--- src/rtl/done_sig_skid_fifo.sv ---
// Done/data skid FIFO between the memory return path and the controller FSM.
// Optional stall statistics are enabled with the DONE_SIG_SKID_STATS_EN macro.
module done_sig_skid_fifo #(
    parameter int unsigned BLOCK_WIDTH  = 32,
    parameter int unsigned DEPTH        = 4,
    parameter int unsigned AFULL_MARGIN = 1,
    parameter int unsigned CW           = $clog2(DEPTH + 1)
) (
    input  logic                   clk,
    input  logic                   rst_n,
    input  logic                   fsm_enabling,
    output logic                   real_enable,
    input  logic                   real_done,
    input  logic [BLOCK_WIDTH-1:0] real_data,
    input  logic                   buff_full,
    output logic                   fsm_virtual_done,
    output logic [BLOCK_WIDTH-1:0] fsm_virtual_data,
    output logic [CW-1:0]          hold_count,
    output logic                   hold_overflow
`ifdef DONE_SIG_SKID_STATS_EN
    ,
    output logic [15:0]            stall_cycles
`endif
);

    localparam int unsigned PW = (DEPTH > 1) ? $clog2(DEPTH) : 1;

    typedef enum logic [1:0] {
        ST_PASS  = 2'd0,
        ST_DRAIN = 2'd1,
        ST_FULL  = 2'd2
    } state_e;

    state_e                 state_q, state_d;
    logic [CW-1:0]          count_q, count_d;
    logic [PW-1:0]          rd_ptr_q, rd_ptr_d;
    logic [PW-1:0]          wr_ptr_q, wr_ptr_d;
    logic                   overflow_q, overflow_d;
    logic [BLOCK_WIDTH-1:0] mem_q [DEPTH];

    logic          empty, full, bypass, push_req, push, pop;
    logic [CW-1:0] free_entries;

`ifdef DONE_SIG_SKID_STATS_EN
    logic [15:0] stall_q, stall_d;
`endif

    // Control state, pointers and sticky overflow flag.
    always_ff @(posedge clk or negedge rst_n) begin
        if (!rst_n) begin
            state_q    <= ST_PASS;
            count_q    <= '0;
            rd_ptr_q   <= '0;
            wr_ptr_q   <= '0;
            overflow_q <= 1'b0;
`ifdef DONE_SIG_SKID_STATS_EN
            stall_q    <= '0;
`endif
        end else begin
            state_q    <= state_d;
            count_q    <= count_d;
            rd_ptr_q   <= rd_ptr_d;
            wr_ptr_q   <= wr_ptr_d;
            overflow_q <= overflow_d;
`ifdef DONE_SIG_SKID_STATS_EN
            stall_q    <= stall_d;
`endif
        end
    end

    // Hold storage needs no reset; occupancy tracking makes stale words invisible.
    always_ff @(posedge clk) begin
        if (push) begin
            mem_q[wr_ptr_q] <= real_data;
        end
    end

    always_comb begin
        state_d          = state_q;
        count_d          = count_q;
        rd_ptr_d         = rd_ptr_q;
        wr_ptr_d         = wr_ptr_q;
        overflow_d       = overflow_q;
        fsm_virtual_done = 1'b0;
        fsm_virtual_data = '0;
        real_enable      = 1'b0;

        empty        = (state_q == ST_PASS);
        full         = (state_q == ST_FULL);
        bypass       = empty & real_done & ~buff_full;
        pop          = ~empty & ~buff_full;
        push_req     = real_done & ~bypass;
        push         = push_req & (~full | pop);
        free_entries = CW'(DEPTH) - count_q;

        if (bypass) begin
            fsm_virtual_done = 1'b1;
            fsm_virtual_data = real_data;
        end else if (pop) begin
            fsm_virtual_done = 1'b1;
            fsm_virtual_data = mem_q[rd_ptr_q];
        end

        // Throttle early so in-flight returns find room; also cut when the first word parks.
        real_enable = fsm_enabling & (free_entries > CW'(AFULL_MARGIN))
                    & ~(empty & real_done & buff_full);

        if (push_req & full & ~pop) begin
            overflow_d = 1'b1;
        end

        if (push) begin
            wr_ptr_d = (wr_ptr_q == PW'(DEPTH - 1)) ? '0 : wr_ptr_q + PW'(1);
        end
        if (pop) begin
            rd_ptr_d = (rd_ptr_q == PW'(DEPTH - 1)) ? '0 : rd_ptr_q + PW'(1);
        end

        count_d = count_q + CW'(push) - CW'(pop);

        if (count_d == '0) begin
            state_d = ST_PASS;
        end else if (count_d == CW'(DEPTH)) begin
            state_d = ST_FULL;
        end else begin
            state_d = ST_DRAIN;
        end

`ifdef DONE_SIG_SKID_STATS_EN
        stall_d = stall_q;
        if (fsm_enabling & ~real_enable & (stall_q != 16'hFFFF)) begin
            stall_d = stall_q + 16'd1;
        end
`endif
    end

    assign hold_count    = count_q;
    assign hold_overflow = overflow_q;
`ifdef DONE_SIG_SKID_STATS_EN
    assign stall_cycles  = stall_q;
`endif

endmodule

--- config.mk ---
export PLATFORM = sky130hd
export DESIGN_NAME = done_sig_skid_fifo
export DESIGN_NICKNAME = d
export VERILOG_FILES = /design/src/rtl/done_sig_skid_fifo.sv
export SDC_FILE = /design/constraint.sdc
export NUM_CORES = 1
export LEC_CHECK = 0
export CAP_MARGIN = 20
export CORE_ASPECT_RATIO = 1.2
export CORE_UTILIZATION = 50
export CTS_CLUSTER_SIZE = 10
export DETAILED_ROUTE_END_ITERATION = 16
export GPL_TIMING_DRIVEN = 0
export PLACE_DENSITY = 0.74
export SYNTH_ARGS = -nofsm -noshare
export SYNTH_HDL_FRONTEND = slang
export SYNTH_SLANG_ARGS = --single-unit
--- constraint.sdc ---
create_clock -name clk -period 6.3 [get_ports clk]
set_input_delay 1.575 -clock clk [delete_from_list [all_inputs] [get_ports clk]]
set_output_delay 1.575 -clock clk [all_outputs]
set_load 0.05 [all_outputs]
==> results.sh <==
export IMPL_drc=0
export IMPL_core_area_mm2=0.0112
export IMPL_endpoint_kind="output pin"
export IMPL_status="finished clean"
export IMPL_fin_skew_ps=6.27
export IMPL_path_buf_inv=3
export IMPL_syn_area_mm2=0.00584
export IMPL_start_util=0.522
export IMPL_yosysMostFrequentCell="edfxtp_1"
export IMPL_post_cts_resized=0
export IMPL_synthFlopType="edfxtp_1"
export IMPL_p_sw_frac=0.353
export IMPL_cts_setup_buffers=0
export IMPL_powerDensity_mw_per_mm2=518
export IMPL_p_clk_frac=0.274
export IMPL_worst_pin_slew_ps=911
export IMPL_firstDrtPassIters=5
export IMPL_p_sw_mw=1.35
export IMPL_drv_cap=0
export IMPL_synthMuxAreaShare=0.126
export IMPL_fin_crit_sh=0.895
export IMPL_crit_chain="clkdlybuf4s50_1 -> nor4b_4 -> buf_2 -> a221o_1 -> clkdlybuf4s50_1"
export IMPL_rows=42
export IMPL_postLayoutCoreUtil=0.663
export IMPL_vias=3282
export IMPL_cp_arrival_ps=4060
export IMPL_synth_edf_count=128
export IMPL_grt_pass1_vias=3363
export IMPL_syn_num_nets=380
export IMPL_num_antenna_cells=0
export IMPL_synth_xor_xnor_area_share=0.00600
export IMPL_power_internal_mw=2.49
export IMPL_hold_path_class="reg2reg"
export IMPL_cts_tree="built"
export IMPL_yosys_top_cells_area="edfxtp_1, a221o_1, mux2i_1"
export IMPL_syn_avg_cell_area_um2=17.5
export IMPL_ant_nets=0
export IMPL_ys_seq_elements=138
export IMPL_insertion_delay_ps=410
export IMPL_crit_slowest_cell="clkdlybuf4s50_1"
export IMPL_cts_buffer_depth=2
export IMPL_place_area_mm2=0.00678
export IMPL_fmax_mhz=177
export IMPL_clkSinkCount=138
export IMPL_crit_fanout=10
export IMPL_power_mw=3.84
export IMPL_irDropWorstVdd_uv=293
export IMPL_synth_common_cells="edfxtp_1, nor3_1, a221o_1, mux2i_1, mux2_2"
export IMPL_max_stage_delay_ps=810
export IMPL_grt_pass1_wl_um=17900
export IMPL_crit_family="buffers and inverters"
export IMPL_grt_max_degree=33
export IMPL_crit_top_cell="clkdlybuf4s50_1"
export IMPL_cts_buffers_inserted=17
export IMPL_p_leak_nw=2.64
export IMPL_async_flop_share=0.0725
export IMPL_path_clk_slew_ps=60
export IMPL_ctsHtreeMaxLevel=4
export IMPL_pin_count=75
export IMPL_yosysSeqAreaShare=0.701
export IMPL_antenna_found_initial=0
export IMPL_fp_dieW_um=101
export IMPL_finalHoldViolCount=0
export IMPL_gp_congestion=0.698
export IMPL_relSlewSlack=0.393
export IMPL_synth_compound_area_share=0.0655
export IMPL_grt_util_all_layers=0.204
export IMPL_holdWs_ps=484
export IMPL_syn2layout_area_growth_pct=27.0
export IMPL_critPathKind="in2out"
export IMPL_drive_gt1_frac=0.200
export IMPL_yosysWarnings=0
export IMPL_io_buffers=74
export IMPL_dp_hpwl_um=6980
export IMPL_final_area_mm2=0.00742
export IMPL_routed_via_density=5.53
export IMPL_synthSimpleGateAreaFrac=0.0437
export IMPL_grt_ovfl_total=0
export IMPL_yosysTopAreaCellShare=0.658
export IMPL_synth_top_family_by_area="multiplexers"
export IMPL_layout_min_cycle_time_ps=5640
export IMPL_die_y_um=120
export IMPL_final_setup_viol_count=0
export IMPL_routed_wl_um=11600
export IMPL_rsz0062_at_grt="no"
export IMPL_synthAdderAreaFrac=0.0227
export IMPL_crit_required_ps=4720
export IMPL_post_drt_wl_per_cell_um=19.5
export IMPL_maxSlewViolCount=0
export IMPL_pwr_share_seq=0.333
export IMPL_synth_cell_types=34
export IMPL_root_buffer="clkbuf_16"
export IMPL_synth_top_area_cell="edfxtp_1"
export IMPL_dieArea_mm2=0.0121
export IMPL_synthCells=333
export IMPL_finalSetupTns_ps=0
export IMPL_critPathLaunchType="input pin"
export IMPL_cts_hold_buf=0
export IMPL_p_comb_frac=0.393
export IMPL_final_nets=473
export IMPL_drtIter0Drc=197
## metrics by stage
stage | setup slack, ps | cells
global placement | 760 | 561
finish | 664 | 593
detailed placement | 671 | 561
global route | 601 | 593
CTS | 671 | 593
floorplan | 2110 | 333
## cells by family (layout without fill, tap and decap cells)
family / Yosys count / after routing
buffers and inverters: 31 / 137
AND/OR/NAND/NOR: 45 / 45
flip-flops: 138 / 138
AO/OA/AOI/OAI: 38 / 38
XOR/XNOR: 4 / 4
adder cells (fa/ha/maj): 10 / 10
multiplexers: 67 / 67
## final cells by class
class / count / area, um^2
sequential: 138 / 4090
buffer: 21 / 168
multi-input combinational: 164 / 1550
clock inverter: 11 / 168
clock buffer: 21 / 470
timing repair buffer: 74 / 741
tap: 154 / 193
inverter: 10 / 37.5
fill: 791 / 3770
## final timing paths
| path | depth (start not counted) | from | slack (ps) | to |
|---|---|---|---|---|
| setup / recovery | 5 | buff_full | 660 | fsm_virtual_data[16] |
| hold / removal | 1 | hold_overflow | 480 | hold_overflow |
| setup reg to reg | 9 | state_q[0] | 3740 | state_q[1] |
| hold reg to reg | 1 | hold_overflow | 480 | hold_overflow |
| max in group asynchronous | 1 | rst_n | 4490 | rd_ptr_q[0] |
| min in group asynchronous | 1 | rst_n | 1490 | hold_count[1] |
## worst register-to-register path, delay by kind of cell, from the launching register on
family / cells / cell delay, ps
adders and majority gates: 3 / 900
DFF: 1 / 460
buffers and inverters: 3 / 290
and+or+nand+nor: 2 / 440
AOI/OAI and AO/OA: 1 / 410
## registers in the layout (all words and copies together), names as in the netlist
signal,flops
mem_q,128
hold_count,3
rd_ptr_q,2
state_q,2
wr_ptr_q,2
hold_overflow,1
## power by group through the flow
stage               clock network (mW)  logic (mW)  registers (mW)
finish                            1.05        1.51            1.28
CTS                               1.06        1.53            1.28
detailed placement                   0        1.52            1.30
global placement                     0        1.50            1.29
floorplan                            0        1.05            1.32
global route                      1.10        1.60            1.29
## cells in the final DEF, fill, tap and decap left out, drive strengths merged
| cell type | count |
|---|---|
| clkinv | 5 |
| dfrtp | 10 |
| edfxtp | 128 |
| clkdlybuf4s50 | 74 |
| clkbuf | 24 |
| xor2 | 1 |
| clkinvlp | 2 |
| a41o | 1 |
| buf | 18 |
| and2 | 4 |
| nor2b | 1 |
| mux2 | 35 |
| fa | 1 |
| xnor2 | 3 |
| o21ai | 1 |
| or2 | 2 |
| nor2 | 3 |
| a21o | 1 |
| inv | 10 |
| a221o | 32 |
| mux2i | 32 |
| ha | 9 |
| a21boi | 1 |
| o311a | 1 |
| o21bai | 1 |
| nor4b | 1 |
| nor3 | 33 |
| bufinv | 4 |
| nand2 | 1 |
## routing by layer
layer | global-route usage | routed length, um | up-vias
li1 | - | - | 1517
met1 | 0.245 | 4770 | 1659
met2 | 0.352 | 6060 | 92
met3 | 0.0566 | 585 | 14
met4 | 0.0688 | 146 | 0
met5 | 0 | 0 | -
Power figures use the tool's default switching activity.
